<file path="config.mk">
export PLATFORM = sky130hd
export DESIGN_NAME = key_press_classifier
export DESIGN_NICKNAME = d
export VERILOG_FILES = /design/src/rtl/key_pkg.sv /design/src/rtl/key_hold_timer.sv /design/src/rtl/key_press_classifier.sv
export SDC_FILE = /design/constraint.sdc
export NUM_CORES = 1
export LEC_CHECK = 0
export CORE_ASPECT_RATIO = 1.4
export CORE_MARGIN = 3
export CORE_UTILIZATION = 50
export DETAILED_ROUTE_END_ITERATION = 8
export PLACE_DENSITY_LB_ADDON = 0.3
export SETUP_SLACK_MARGIN = 0.2
export SLEW_MARGIN = 20
export SYNTH_ARGS = -nofsm -noshare
export SYNTH_HDL_FRONTEND = slang
export SYNTH_SLANG_ARGS = --single-unit
</file>
<file path="constraint.sdc">
create_clock -name clk -period 2.6 [get_ports clk]
set_clock_uncertainty 0.1 [all_clocks]
set_input_delay 0.65 -clock clk [delete_from_list [all_inputs] [get_ports clk]]
set_output_delay 0.65 -clock clk [all_outputs]
set_load 0.05 [all_outputs]
</file>
<file path="src/rtl/key_pkg.sv">
// Shared definitions for the front-panel key path: FSM state encoding and
// key polarity constants, which are also used by keyDebouncing users.
package key_pkg;

    // Debounced key level is active-low.
    localparam logic KEY_PRESSED  = 1'b0;
    localparam logic KEY_RELEASED = 1'b1;

    // Classifier state encoding.
    typedef enum logic [1:0] {
        IDLE      = 2'd0,
        PRESSED   = 2'd1,
        LONG_HELD = 2'd2
    } keyState_t;

    // Larger of two interval lengths, used to size the shared hold counter.
    function automatic int maxInt(input int a, input int b);
        return (a > b) ? a : b;
    endfunction

endpackage

</file>
<file path="src/rtl/key_hold_timer.sv">
// Clearable up-counter with a terminal-count compare. The terminal value is
// an input so the same counter times both the long-press and repeat intervals.
// On reaching the terminal value while enabled it reloads to zero, so the count
// is always bounded by the active terminal value and never wraps.
module key_hold_timer #(
    parameter int CNT_W = 8
) (
    input  logic             clk,
    input  logic             rst,
    input  logic             clr,
    input  logic             en,
    input  logic [CNT_W-1:0] tcValue,
    output logic             tcHit
);

    logic [CNT_W-1:0] count;

    assign tcHit = (count == tcValue);

    // Count enabled edges; clear has priority, terminal count reloads to zero.
    always_ff @(posedge clk or posedge rst) begin
        if (rst) begin
            count <= '0;
        end else if (clr) begin
            count <= '0;
        end else if (en) begin
            if (tcHit) begin
                count <= '0;
            end else begin
                count <= count + CNT_W'(1);
            end
        end
    end

endmodule

</file>
<file path="src/rtl/key_press_classifier.sv">
// Turns the debounced active-low key level into single-cycle press, release,
// short-press, long-press and (optionally) auto-repeat events, plus a held level.
//
// Optional feature macro: KEY_REPEAT_EN
//   defined   -> repeatPulse fires every REPEAT_CYCLES edges while long-held
//   undefined -> repeatPulse stays 0 and the counter idles in LONG_HELD
//
// state     | meaning
// ----------+-------------------------------------------------------------
// IDLE      | key released, counter held at zero, waiting for a press edge
// PRESSED   | key down, counting towards the long-press threshold
// LONG_HELD | long press reached, counting repeat intervals (if enabled)
module key_press_classifier
    import key_pkg::*;
#(
    parameter int LONG_CYCLES   = 50_000_000,
    parameter int REPEAT_CYCLES = 10_000_000
) (
    input  logic clk,
    input  logic rst,
    input  logic keyIn,
    output logic pressPulse,
    output logic releasePulse,
    output logic shortPress,
    output logic longPress,
    output logic repeatPulse,
    output logic keyHeld
);

    localparam int CNT_W = $clog2(maxInt(LONG_CYCLES, REPEAT_CYCLES)) + 1;

    localparam logic [CNT_W-1:0] LONG_TC   = CNT_W'(LONG_CYCLES - 1);
    localparam logic [CNT_W-1:0] REPEAT_TC = CNT_W'(REPEAT_CYCLES - 1);

`ifdef KEY_REPEAT_EN
    localparam bit REPEAT_ON = 1'b1;
`else
    localparam bit REPEAT_ON = 1'b0;
`endif

    keyState_t        state;
    logic             keyQ;
    logic             pressEdge;
    logic             releaseEdge;
    logic             timerClr;
    logic             timerEn;
    logic [CNT_W-1:0] timerTc;
    logic             timerHit;

    // keyQ resets to released, so a key already down at reset release is
    // seen as a fresh press on the first edge.
    assign pressEdge   = (keyIn == KEY_PRESSED)  && (keyQ == KEY_RELEASED);
    assign releaseEdge = (keyIn == KEY_RELEASED) && (keyQ == KEY_PRESSED);

    // Select the interval being timed and when the counter runs or clears.
    always_comb begin
        timerClr = 1'b0;
        timerEn  = 1'b0;
        timerTc  = LONG_TC;
        case (state)
            IDLE: begin
                timerClr = 1'b1;
            end
            PRESSED: begin
                if (releaseEdge) begin
                    timerClr = 1'b1;
                end else begin
                    timerEn = 1'b1;
                end
            end
            LONG_HELD: begin
                timerTc = REPEAT_TC;
                if (releaseEdge) begin
                    timerClr = 1'b1;
                end else begin
                    timerEn = REPEAT_ON;
                end
            end
            default: begin
                timerClr = 1'b1;
            end
        endcase
    end

    key_hold_timer #(
        .CNT_W (CNT_W)
    ) u_holdTimer (
        .clk     (clk),
        .rst     (rst),
        .clr     (timerClr),
        .en      (timerEn),
        .tcValue (timerTc),
        .tcHit   (timerHit)
    );

    // Classifier FSM with registered event pulses and held level.
    always_ff @(posedge clk or posedge rst) begin
        if (rst) begin
            state        <= IDLE;
            keyQ         <= KEY_RELEASED;
            pressPulse   <= 1'b0;
            releasePulse <= 1'b0;
            shortPress   <= 1'b0;
            longPress    <= 1'b0;
            repeatPulse  <= 1'b0;
            keyHeld      <= 1'b0;
        end else begin
            keyQ         <= keyIn;
            pressPulse   <= 1'b0;
            releasePulse <= 1'b0;
            shortPress   <= 1'b0;
            longPress    <= 1'b0;
            repeatPulse  <= 1'b0;
            case (state)
                IDLE: begin
                    if (pressEdge) begin
                        pressPulse <= 1'b1;
                        keyHeld    <= 1'b1;
                        state      <= PRESSED;
                    end
                end
                PRESSED: begin
                    // A release on the threshold edge wins over the long press.
                    if (releaseEdge) begin
                        releasePulse <= 1'b1;
                        shortPress   <= 1'b1;
                        keyHeld      <= 1'b0;
                        state        <= IDLE;
                    end else if (timerHit) begin
                        longPress <= 1'b1;
                        state     <= LONG_HELD;
                    end
                end
                LONG_HELD: begin
                    if (releaseEdge) begin
                        releasePulse <= 1'b1;
                        keyHeld      <= 1'b0;
                        state        <= IDLE;
                    end else if (REPEAT_ON && timerHit) begin
                        repeatPulse <= 1'b1;
                    end
                end
                default: begin
                    keyHeld <= 1'b0;
                    state   <= IDLE;
                end
            endcase
        end
    end

endmodule

</file>
-- After elaboration in Yosys (flattened, before gate mapping)
Cells that the tools add are included.
- flip-flop bits (word level): 35
- input bits: 3
- logic and storage cells: 48
- $add $sub $neg: 1
- equal/unequal tests: 7
- multiplexer cells: 23
- bitwise operators: 2
- reductions and logical operators: 7
- operator list (cell ; number):
    $mux 27 ; 3
    $add 27x1->27 const B ; 1
    $eq 27x26->1 ; 1
    $mux 26 ; 1
    $mux 1 ; 13
    $mux 2 ; 4
    $pmux 2 s3 ; 1
    $ne 2x2->1 const B ; 2
    $ne 3x3->1 const B ; 1
    $reduce_and 3->1 ; 1
    $eq 2x1->1 const B ; 1
    $eq 2x2->1 const B ; 1
    $logic_and 1x1->1 ; 2
    $logic_not 2->1 ; 1
    $ne 2x1->1 const B ; 1
    $not 1->1 ; 2
    $pmux 1 s2 ; 1
    $reduce_and 2->1 ; 1
    $reduce_bool 2->1 ; 1
    $reduce_or 2->1 ; 1

-- Longest topological paths before layout
- word-level depth: 6
- depth in mapped cells: 8

-- Hierarchy
From an unflattened synthesis, not the netlist that was laid out.
- cell total of the unflattened synthesis: 224
- area, all modules: 2130.8 um2
- modules (own cells, without submodules) (module ; times used ; cells each ; area an instance (um2) ; sequential area each (um2)):
    key_hold_timer ; 1 ; 181 ; 1699.1 ; 675.6
    key_press_classifier ; 1 ; 43 ; 431.7 ; 201.4

-- Worst setup path before layout
No wires, ideal clock.
- path type: register to register
- from: reg u_holdTimer.count[8]
- to: reg u_holdTimer.count[14]
- library setup time: 0.130 ns
- arrival time: 1.862 ns
- data required time: 2.370 ns
- path slack: 0.508 ns
- stages on the path, launching flop included: 8
- path buffers: 2
- cell sequence: dfrtp_1 -> buf_6 -> or4_1 -> nor4_4 -> o2111ai_4 -> buf_6 -> a31oi_1 -> o22ai_1
- longest elaborated chain between the ends: 4
- elaborated cells on any way between the ends: 5
- those cells by class: 1 x add/sub; 1 x eq/ne; 3 x mux
- RTL lines (item ; RTL line ; source):
    from (decl) ; key_hold_timer.sv:16 ; logic [CNT_W-1:0] count;
    from (signal assigned) ; key_hold_timer.sv:30 ; count <= count + CNT_W'(1);
    $add 27x1->27 / $eq 27x26->1 (equally long branches) ; key_hold_timer.sv:30, key_hold_timer.sv:18 ;
    $mux 27 * ; key_hold_timer.sv:27 ; if (tcHit) begin
    $mux 27 * ; key_hold_timer.sv:26 ; end else if (en) begin
    $mux 27 * ; key_hold_timer.sv:24 ; end else if (clr) begin
Every way passes the cells marked *; elsewhere a longest branch is shown, timed or not. The select of a mux whose other input is x is not followed.
A chain may end at the register's enable or synchronous reset.

-- Worst setup path after layout
- from: reg state[0]
- to: reg u_holdTimer.count[3]
- longest elaborated chain between the ends: 6
- elaborated cells on any way between the ends: 11
- those cells by class: 3 x eq/ne; 6 x mux; 2 x reduce/logical
- RTL lines (item ; RTL line ; source):
    from (decl) ; key_press_classifier.sv:41 ; keyState_t state;
    from (signal assigned) ; key_press_classifier.sv:99 ; state <= IDLE;
    from (signal assigned) ; key_press_classifier.sv:119 ; state <= PRESSED;
    from (signal assigned) ; key_press_classifier.sv:128 ; state <= IDLE;
    $eq 2x2->1 ; key_press_classifier.sv:60 ; case (state)
    $mux 26 ; key_press_classifier.sv:60 ;
    $eq 27x26->1 ; key_hold_timer.sv:18 ; assign tcHit = (count == tcValue);
    $mux 27 ; key_hold_timer.sv:27 ;
    $mux 27 ; key_hold_timer.sv:26 ;
    $mux 27 ; key_hold_timer.sv:24 ;
Several ways; a longest one is shown, not always the timed one. The select of a mux whose other input is x is not followed.

==> results.json <==
{
  "slew_headroom_pct": 60.74,
  "startpoint_type": "flop",
  "worst_pin_slew_ns": 0.5835,
  "fin_hold_ws_ns": 0.4225,
  "crit_arrival_ns": 2.32,
  "syn_area_um2": 2133,
  "cts_tree": "done",
  "critPathKind": "reg -> reg",
  "met1_usage_pct": 28.05,
  "status": "finished, final reports clean",
  "gp_congestion": 0.8545,
  "grtUsageTotal_pct": 21.73,
  "cts_root_buffer": "clkbuf_8",
  "synth_flop_cell": "dfrtp_1",
  "clock_latency_ns": 0.29,
  "vias": 1944,
  "grt_pass1_wl_um": 8597,
  "grtUsageMet3_pct": 5.443,
  "ant_nets": 0,
  "synth_area_per_cell_um2": 8.743,
  "htreeDepth": 2,
  "maxSlewViolCount": 0,
  "rsz0062_at_grt": "false",
  "r2r-end": "u_holdTimer.count[3]",
  "postCtsSetupRepairBufs": 0,
  "slowest_stage": "nor4_1",
  "critPathMaxFanout": 9,
  "min_path_cells": 1,
  "period_minus_slack_ns": 2.265,
  "fin_setup_tns_ns": 0,
  "cp-startpoint": "state[0]",
  "rrSetupSlack_ns": 0.33,
  "holdBufCountCts": 0,
  "cts_sinks": 35,
  "reg2reg_depth": 6,
  "post-route-period-util_pct": 87.13,
  "setup_viol": 0,
  "antenna_found_initial": 0,
  "dr.pass1.iters": 5,
  "synth_fp_nets": 251,
  "routed_wl_um": 5055,
  "port_buffers": 7,
  "avgRoutedWirePerCell_um": 16.85,
  "synth_cells": 244,
  "path_cells": "inv_1 > ha_1 > nor4_1 > o2111ai_4 > nand2_1 > o21ai_0",
  "leakagePower_nw": 0.9725,
  "area_growth_pct": 11.55,
  "required_ns": 2.65,
  "row_count": 27,
  "post_drt_via_cell_ratio": 6.480,
  "drive_gt1_share_pct": 10.12,
  "holdCritPathClass": "reg -> reg",
  "cts_buffers": 5,
  "nFillCells": 339,
  "cts_resized": 0,
  "cellPowerDensity_nw_per_um2": 616.0,
  "clk_pin_slew_worst_paths_ns": 0.07,
  "timing.fmax_mhz": 441.4,
  "finalHoldViolations": 0,
  "grt_max_degree": 36,
  "dp_hpwl_um": 3490,
  "fin_nets": 264,
  "seq_area_frac_synth_pct": 41.11,
  "drt_iter0_markers": 235,
  "core_area_um2": 4020,
  "gr-total-overflow": 0,
  "synth_edf_count": 0,
  "num_antenna_cells": 0,
  "fp.dieW_um": 61.21,
  "crit_path_end": "u_holdTimer.count[3]",
  "grt_pass1_vias": 1835,
  "busiest_layer": "met2",
  "drc_errors": 0,
  "clock_path_buffers": 2,
  "groute.layer.met2.usage_pct": 33.82,
  "yosysUniqueCellTypes": 45,
  "end_kind": "flop",
  "die_y_um": 83.29,
  "power_mw": 1.466,
  "cap_violations": 0,
  "r2r-start": "state[0]",
  "start_util_pct": 53.07,
  "ys.warnings.count": 0,
  "io_pins": 9,
  "synth_seq_cells": 35,
  "irDropWorstVdd_v": 0.0003170,
  "async_flop_share_pct": 100.0,
  "dieArea_um2": 5097,
  "slowest_delay_ns": 0.53
}
## cell families after synthesis
group                      share of synthesized area [%]
adders and majority gates                          2.346
muxes                                              1.408
and+or+nand+nor                                    33.78
DFF                                                41.11
buffers and inverters                              5.807
xor gates and xnor gates                           2.053
AOI/OAI and AO/OA                                  13.31
other                                             0.1758
## where the power goes
group          switching [mW]  internal (mW)
logic                   0.315          0.148
registers              0.0239          0.577
clock network           0.195          0.208
## cells in the mapped netlist, types with 2 or more instances
cell type   n  area share [%]
and3_1      7             2.1
and2_1      3            0.88
inv_1      11             1.9
xnor2_1     2            0.82
o22ai_1     3            0.88
or3_1       8             2.3
o31ai_1     2            0.70
or4_1       4             1.4
clkbuf_1   10             1.8
a31oi_1     9             2.6
nand3_1    25             5.9
a22oi_1     2            0.70
xor2_1      3             1.2
o21ai_0     9             2.1
nand2b_1    4             1.2
and4_1      5             2.1
buf_6       3             1.6
o211ai_1    4             1.4
nand2_1    30             5.3
nor3_1      3            0.70
nor2_1     13             2.3
ha_1        4             2.3
nand4_1    19             5.6
mux2i_1     3             1.4
nor4_1      5             1.5
dfrtp_1    34              40
## sequential cells by signal (all words and copies together), names as in the netlist
signal	flops
shortPress	1
keyHeld	1
pressPulse	1
state	2
longPress	1
keyQ	1
releasePulse	1
u_holdTimer.count	27
## layer usage
layer	routed length, µm	vias up
met5	0	-
met4	119	0
met3	348	16
met2	2557	78
met1	2029	913
li1	-	937
## worst max-delay path: cells and delay by family, from the launching register on
family                     cells  cell delay (ns)
and+or+nand+nor                2             0.90
AOI/OAI and AO/OA              2             0.36
buffers and inverters          1             0.08
DFF                            1             0.40
adders and majority gates      1             0.29
## through the flow
step           area (µm²)  instances  util, %  worst slack (ns)
6_report             2380        300    59.20            0.3347
5_1_grt              2380        300    59.20            0.2021
4_1_cts              2380        300    59.20            0.3403
3_5_place_dp         2292        293    57.02            0.2821
3_3_place_gp         2292        293    57.02            0.3201
2_1_floorplan        2133        244        -            0.5082
## cell usage in the layout (no fill, tap or decap), drive strengths merged, types with 2 or more instances in the layout
cell and count:
dfrtp 34, nand2 30, nand3 25, nand4 19, buf 14, nor2 13
inv 11, o21ai 10, a31oi 9, or3 8, and3 7, clkdlybuf4s50 7
clkbuf 6, nor4 6, and4 5, nand2b 4, or4 4, o211ai 4
ha 4, and2 3, mux2i 3, nor3 3, xor2 3, o22ai 3
xnor2 2, o31ai 2, a22oi 2, o2111ai 2
## layout make-up
cell class,instances,area (µm²),share of cell area [%]
Multi-Input combinational cell,183,1132,47.58
Inverter,11,41.29,1.735
Clock buffer,6,82.58,3.470
Sequential cell,35,877.1,36.86
Timing Repair Buffer,21,187.7,7.886
Tap cell,43,53.80,2.261
Clock inverter,1,5.005,0.2103
## worst min path at each step
stage | startpoint | to | slack, ns
after global placement | u_holdTimer.count[15] | u_holdTimer.count[15] | 0.41
after global routing | u_holdTimer.count[15] | u_holdTimer.count[15] | 0.45
final | u_holdTimer.count[15] | u_holdTimer.count[15] | 0.42
after detailed placement | u_holdTimer.count[15] | u_holdTimer.count[15] | 0.41
after floorplan | u_holdTimer.count[15] | u_holdTimer.count[15] | 0.37
after CTS | u_holdTimer.count[15] | u_holdTimer.count[15] | 0.42
(Power assumes the default switching activity.)
==> RTL edit 1, RTL diff (same flow settings) <==
Encoding of `keyState_t`: now one-hot (3 bits for 3 states).
--- a/src/rtl/key_pkg.sv
+++ b/src/rtl/key_pkg.sv
@@ -9,6 +9,6 @@
     // Classifier state encoding.
-    typedef enum logic [1:0] {
-        IDLE      = 2'd0,
-        PRESSED   = 2'd1,
-        LONG_HELD = 2'd2
+    typedef enum logic [2:0] {
+        IDLE      = 3'b001,
+        PRESSED   = 3'b010,
+        LONG_HELD = 3'b100
     } keyState_t;
Formal check against the unedited RTL: no difference found for any inputs over 10 cycles, from zero or initial values and one cycle with rst high; not proved beyond that.
==> RTL edit 1 against the original RTL <==
- sequential share of layout area grew 1.2 points
- area after synthesis shrank 4.5%
- wire length shrank 7.2%
- worst setup slack lost 0.0030 ns
- count of clock-buffer cells in the layout grew 2
- global-route usage grew 0.44 points
- sequential cell count grew 1
- critical path depth shrank 1
- die area shrank 4.1%
- critical path type unchanged
- cell count shrank 3.0%
- final area shrank 0.37%
Power is not compared: it rests on default switching activity, and its combinational part moved more than twofold at a synthesized area within 25%.
==> RTL edit 1: results (changes against the original RTL) <==
fill_cells: 331  # -2.4%
nets: 252  # -4.5%
final.clkbuf_count: 8  # +2
seq_cell_count: 36  # +2.9%
num-multi-input-gates: 176  # -3.8%
status: "finished clean"
grt_use_total_pct: 22.17  # +0.44 points
synthXorXnorAreaFrac_pct: 0.8600  # -1.2 points
crit_arrival_ns: 2.34  # +0.02 ns
dp_hpwl_um: 3353  # -3.9%
buf_share_pct: 8.865  # +0.98 points
drt_iter0_drc: 117  # -50%
synthTopCellsByCount: "34 x dfrtp_1, 31 x nand3_1, 26 x nand2_1"
wire_per_inst_um: 16.13  # -4.3%
drt-met1-wl_um: 1982  # -2.3%
holdWs_ns: 0.4112  # -0.01131 ns
syn_area_per_cell_sq_um: 8.856  # +1.3%
layout-drive-gt1-share_pct: 13.65  # +3.5 points
sh_seq_area_pct: 38.10  # +1.2 points
drtPass1Iterations: 4  # -1
use_met3_pct: 4.245  # -1.2 points
place_ws_ns: 0.1139  # -0.1682 ns
wl_met3_um: 170  # -51%
syn_nets: 234  # -6.8%
grt_start_max_net_pins: 37  # +2.8%
grt_use_met1_pct: 25.20  # -2.9 points
num-nonclk-buffers: 24  # +14%
clk_share_pct: 3.799  # +0.12 points
die-area_sq_um: 4887  # -4.1%
synth_compound_area_share_pct: 11.12  # -2.2 points
route.met2.wl_um: 2374  # -7.2%
routed_wl_um: 4693  # -7.2%
## RTL edit 1: changes by cell type in the layout (fill, tap and decap cells not counted), sizes merged, moves of 4 or more
cell,unedited run,this run
inv,11,5
nand3,25,31
nand4,19,13
a31oi,9,4
a211o,1,5
and4,5,9
nand2,30,26
nor3,3,7
nor3b,0,4
## RTL edit 1: critical path, delay by kind of cell, from the launching register on
kind,cells,cell delay (ns)
compound gates,2,0.56
simple gates,3,1.11
flops,1,0.38
## RTL edit 1: path summary, 6_finish.rpt
kind | cells past startpoint | endpoint | start
worst max-delay path | 5 | u_holdTimer.count[17] | u_holdTimer.count[22]
worst min-delay path | 1 | keyHeld | state[1]
worst max register to register | 5 | u_holdTimer.count[17] | u_holdTimer.count[22]
worst min register to register | 1 | keyHeld | state[1]
max in group asynchronous | 3 | state[0] | rst
min in group asynchronous | 3 | u_holdTimer.count[19] | rst
## RTL edit 1: what timing repair did
action,4_1_cts,5_1_grt
setup buffers,0,2
resized for setup,0,5
endpoints found under the setup margin,0,18
==> RTL edit 2, RTL diff (same flow settings) <==
Without the edit above. Build with the macro `KEY_REPEAT_EN` defined.
--- a/src/rtl/key_press_classifier.sv
+++ b/src/rtl/key_press_classifier.sv
@@ -12,2 +12,4 @@
 // LONG_HELD | long press reached, counting repeat intervals (if enabled)
+`define KEY_REPEAT_EN
+
 module key_press_classifier
Function: no difference found for any inputs over 10 cycles, from zero or initial values and one cycle with rst high; that may be too few to reach the edited logic, so the function may still have changed.
==> RTL edit 2 against the original RTL <==
- critical endpoint is now state[0]
- non-clock buffer count is 7 lower
- largest power group unchanged
- sequential cell count is 1 higher
- wire length is 24% lower
- final area is 12% lower
- global-route usage is 2.4 points lower
- utilization is 2.6 points higher
- fmax is 2.6% lower
- via count is 29% lower
- worst setup slack worse by 0.061 ns
- area after synthesis is 16% lower
- cell count is 19% lower
- power is 4.2% higher
==> RTL edit 2: results (changes against the original RTL) <==
top_regs: "u_holdTimer.count (27), state (2)"
antenna_found_initial: 0  # unchanged
synthTopCellsByCount: "39 x nor2_1, 35 x dfrtp_1, 18 x xnor2_1"
grt_start_max_net_pins: 37  # +2.8%
gp_congestion: 0.8357  # -2.2%
fill_cells: 279  # -18%
p_leak_nw: 0.8683  # -11%
max_stage_delay_ns: 0.47  # -0.06 ns
syn_inst: 187  # -23%
dpl.cell_count: 233  # -20%
grt_use_total_pct: 19.36  # -2.4 points
num_vias: 1373  # -29%
insertedDiodeCount: 0  # unchanged
hp-class: "reg2reg"
critical_path.slowest_cell: "or4b_4"
place_ws_ns: 0.04712  # -0.2350 ns
crit_arrival_ns: 2.39  # +0.07 ns
h-tree-depth: 2  # unchanged
via_per_inst: 5.627  # -13%
clkTransAtPathRegs_ns: 0.07  # about the same
insertion_delay_ns: 0.28
drt_iter0_drc: 41  # -83%
cts_buffers: 5  # unchanged
nets: 210  # -20%
yosysWarnings: 0  # unchanged
crit_fanout: 3  # -6
yosysSeqAreaShare_pct: 50.24  # +9.1 points
syn_nets: 194  # -23%
ir_drop_v: 0.0006214  # +96%
status: "finished clean"
grt_pass1_vias: 1484  # -19%
cts_root_buf: "clkbuf_8"
async_flop_share_pct: 100.0  # unchanged
wire_per_inst_um: 15.70  # -6.8%
synth.distinct_cells: 34  # -24%
place_area_sq_um: 1932  # -16%
drtPass1Iterations: 4  # -1
synth_area_leaders: "dfrtp_1 49%, xnor2_1 8.8%, nor2_1 8.2%"
cts_buffer_depth: 2  # unchanged
layout-drive-gt1-share_pct: 10.78  # +0.67 points
cpLargestDelayFamily: "simple AND/OR/NAND/NOR gates"
worst_slew_pin_slew_ns: 0.5183  # -0.06527 ns
dp_hpwl_um: 2648  # -24%
grt_pass1_wl_um: 6713  # -22%
portBuffers: 8  # +1
-- RTL edit 2: changes by cell type after synthesis, moves of 6 or more --
cell,unedited run,this run
a31oi_1,9,1
clkbuf_1,10,1
nand2_1,30,11
nand3_1,25,14
nand4_1,19,1
nor2_1,13,39
nor3_1,3,9
o21ai_0,9,2
or3_1,8,1
xnor2_1,2,18
-- RTL edit 2: per-layer routing --
layer  track usage (%)  share of wire, %  routed length (um)
met1             22.53                39                1481
met2             33.91                55                2118
met3             3.872               3.2                 121
met4             8.076               2.9                 110
met5                 0                 0                   0
-- RTL edit 2: cell families (layout without fill, tap and decap cells) --
group                    after synthesis  after routing  share of synthesized area, %
XOR/XNOR                              25             25                         12.20
AND/OR/NAND/NOR                       99             99                         27.74
adder cells (fa/ha/maj)                4              4                         2.788
buffers and inverters                 14             31                         3.484
flip-flops                            36             36                         50.24
multiplexers                           1              1                        0.6271
AO/OA/AOI/OAI                          8              8                         2.927
-- RTL edit 2: worst paths after layout --
check / depth (start not counted) / start / slack (ns) / to
max: 7 / state[0] / 0.27 / state[0]
min: 2 / keyQ / 0.44 / pressPulse
max reg2reg: 7 / state[0] / 0.27 / state[0]
min reg2reg: 2 / keyQ / 0.44 / pressPulse
max in group asynchronous: 3 / rst / 1.38 / keyQ
min in group asynchronous: 3 / rst / 0.67 / shortPress
-- RTL edit 2: repair_timing --
action                     4_1_cts  5_1_grt
buffers inserted                 1        2
setup endpoints to repair        1       28
gates resized for setup          0        5
pin swaps                        3        3
-- RTL edit 2: power by group --
group	internal, mW	total (mW)	switching [mW]
registers	0.601	0.643	0.0424
clock network	0.338	0.529	0.190
logic	0.131	0.356	0.225
-- RTL edit 2: worst min-delay path, stage by stage (launching register included) --
cell and delay (ns):
dfstp_2 0.38, nand2_1 0.07, nor2_1 0.05
-- RTL edit 2: cell type report --
class / count / area [sq um] / area share, %
clock inverters: 1 / 30.03 / 1.426
well taps: 40 / 50.05 / 2.377
clock buffers: 7 / 96.34 / 4.575
inverters: 9 / 33.78 / 1.604
repair buffers: 14 / 137.6 / 6.536
flip-flops and latches: 36 / 902.1 / 42.84
multi-input cells: 137 / 855.8 / 40.64
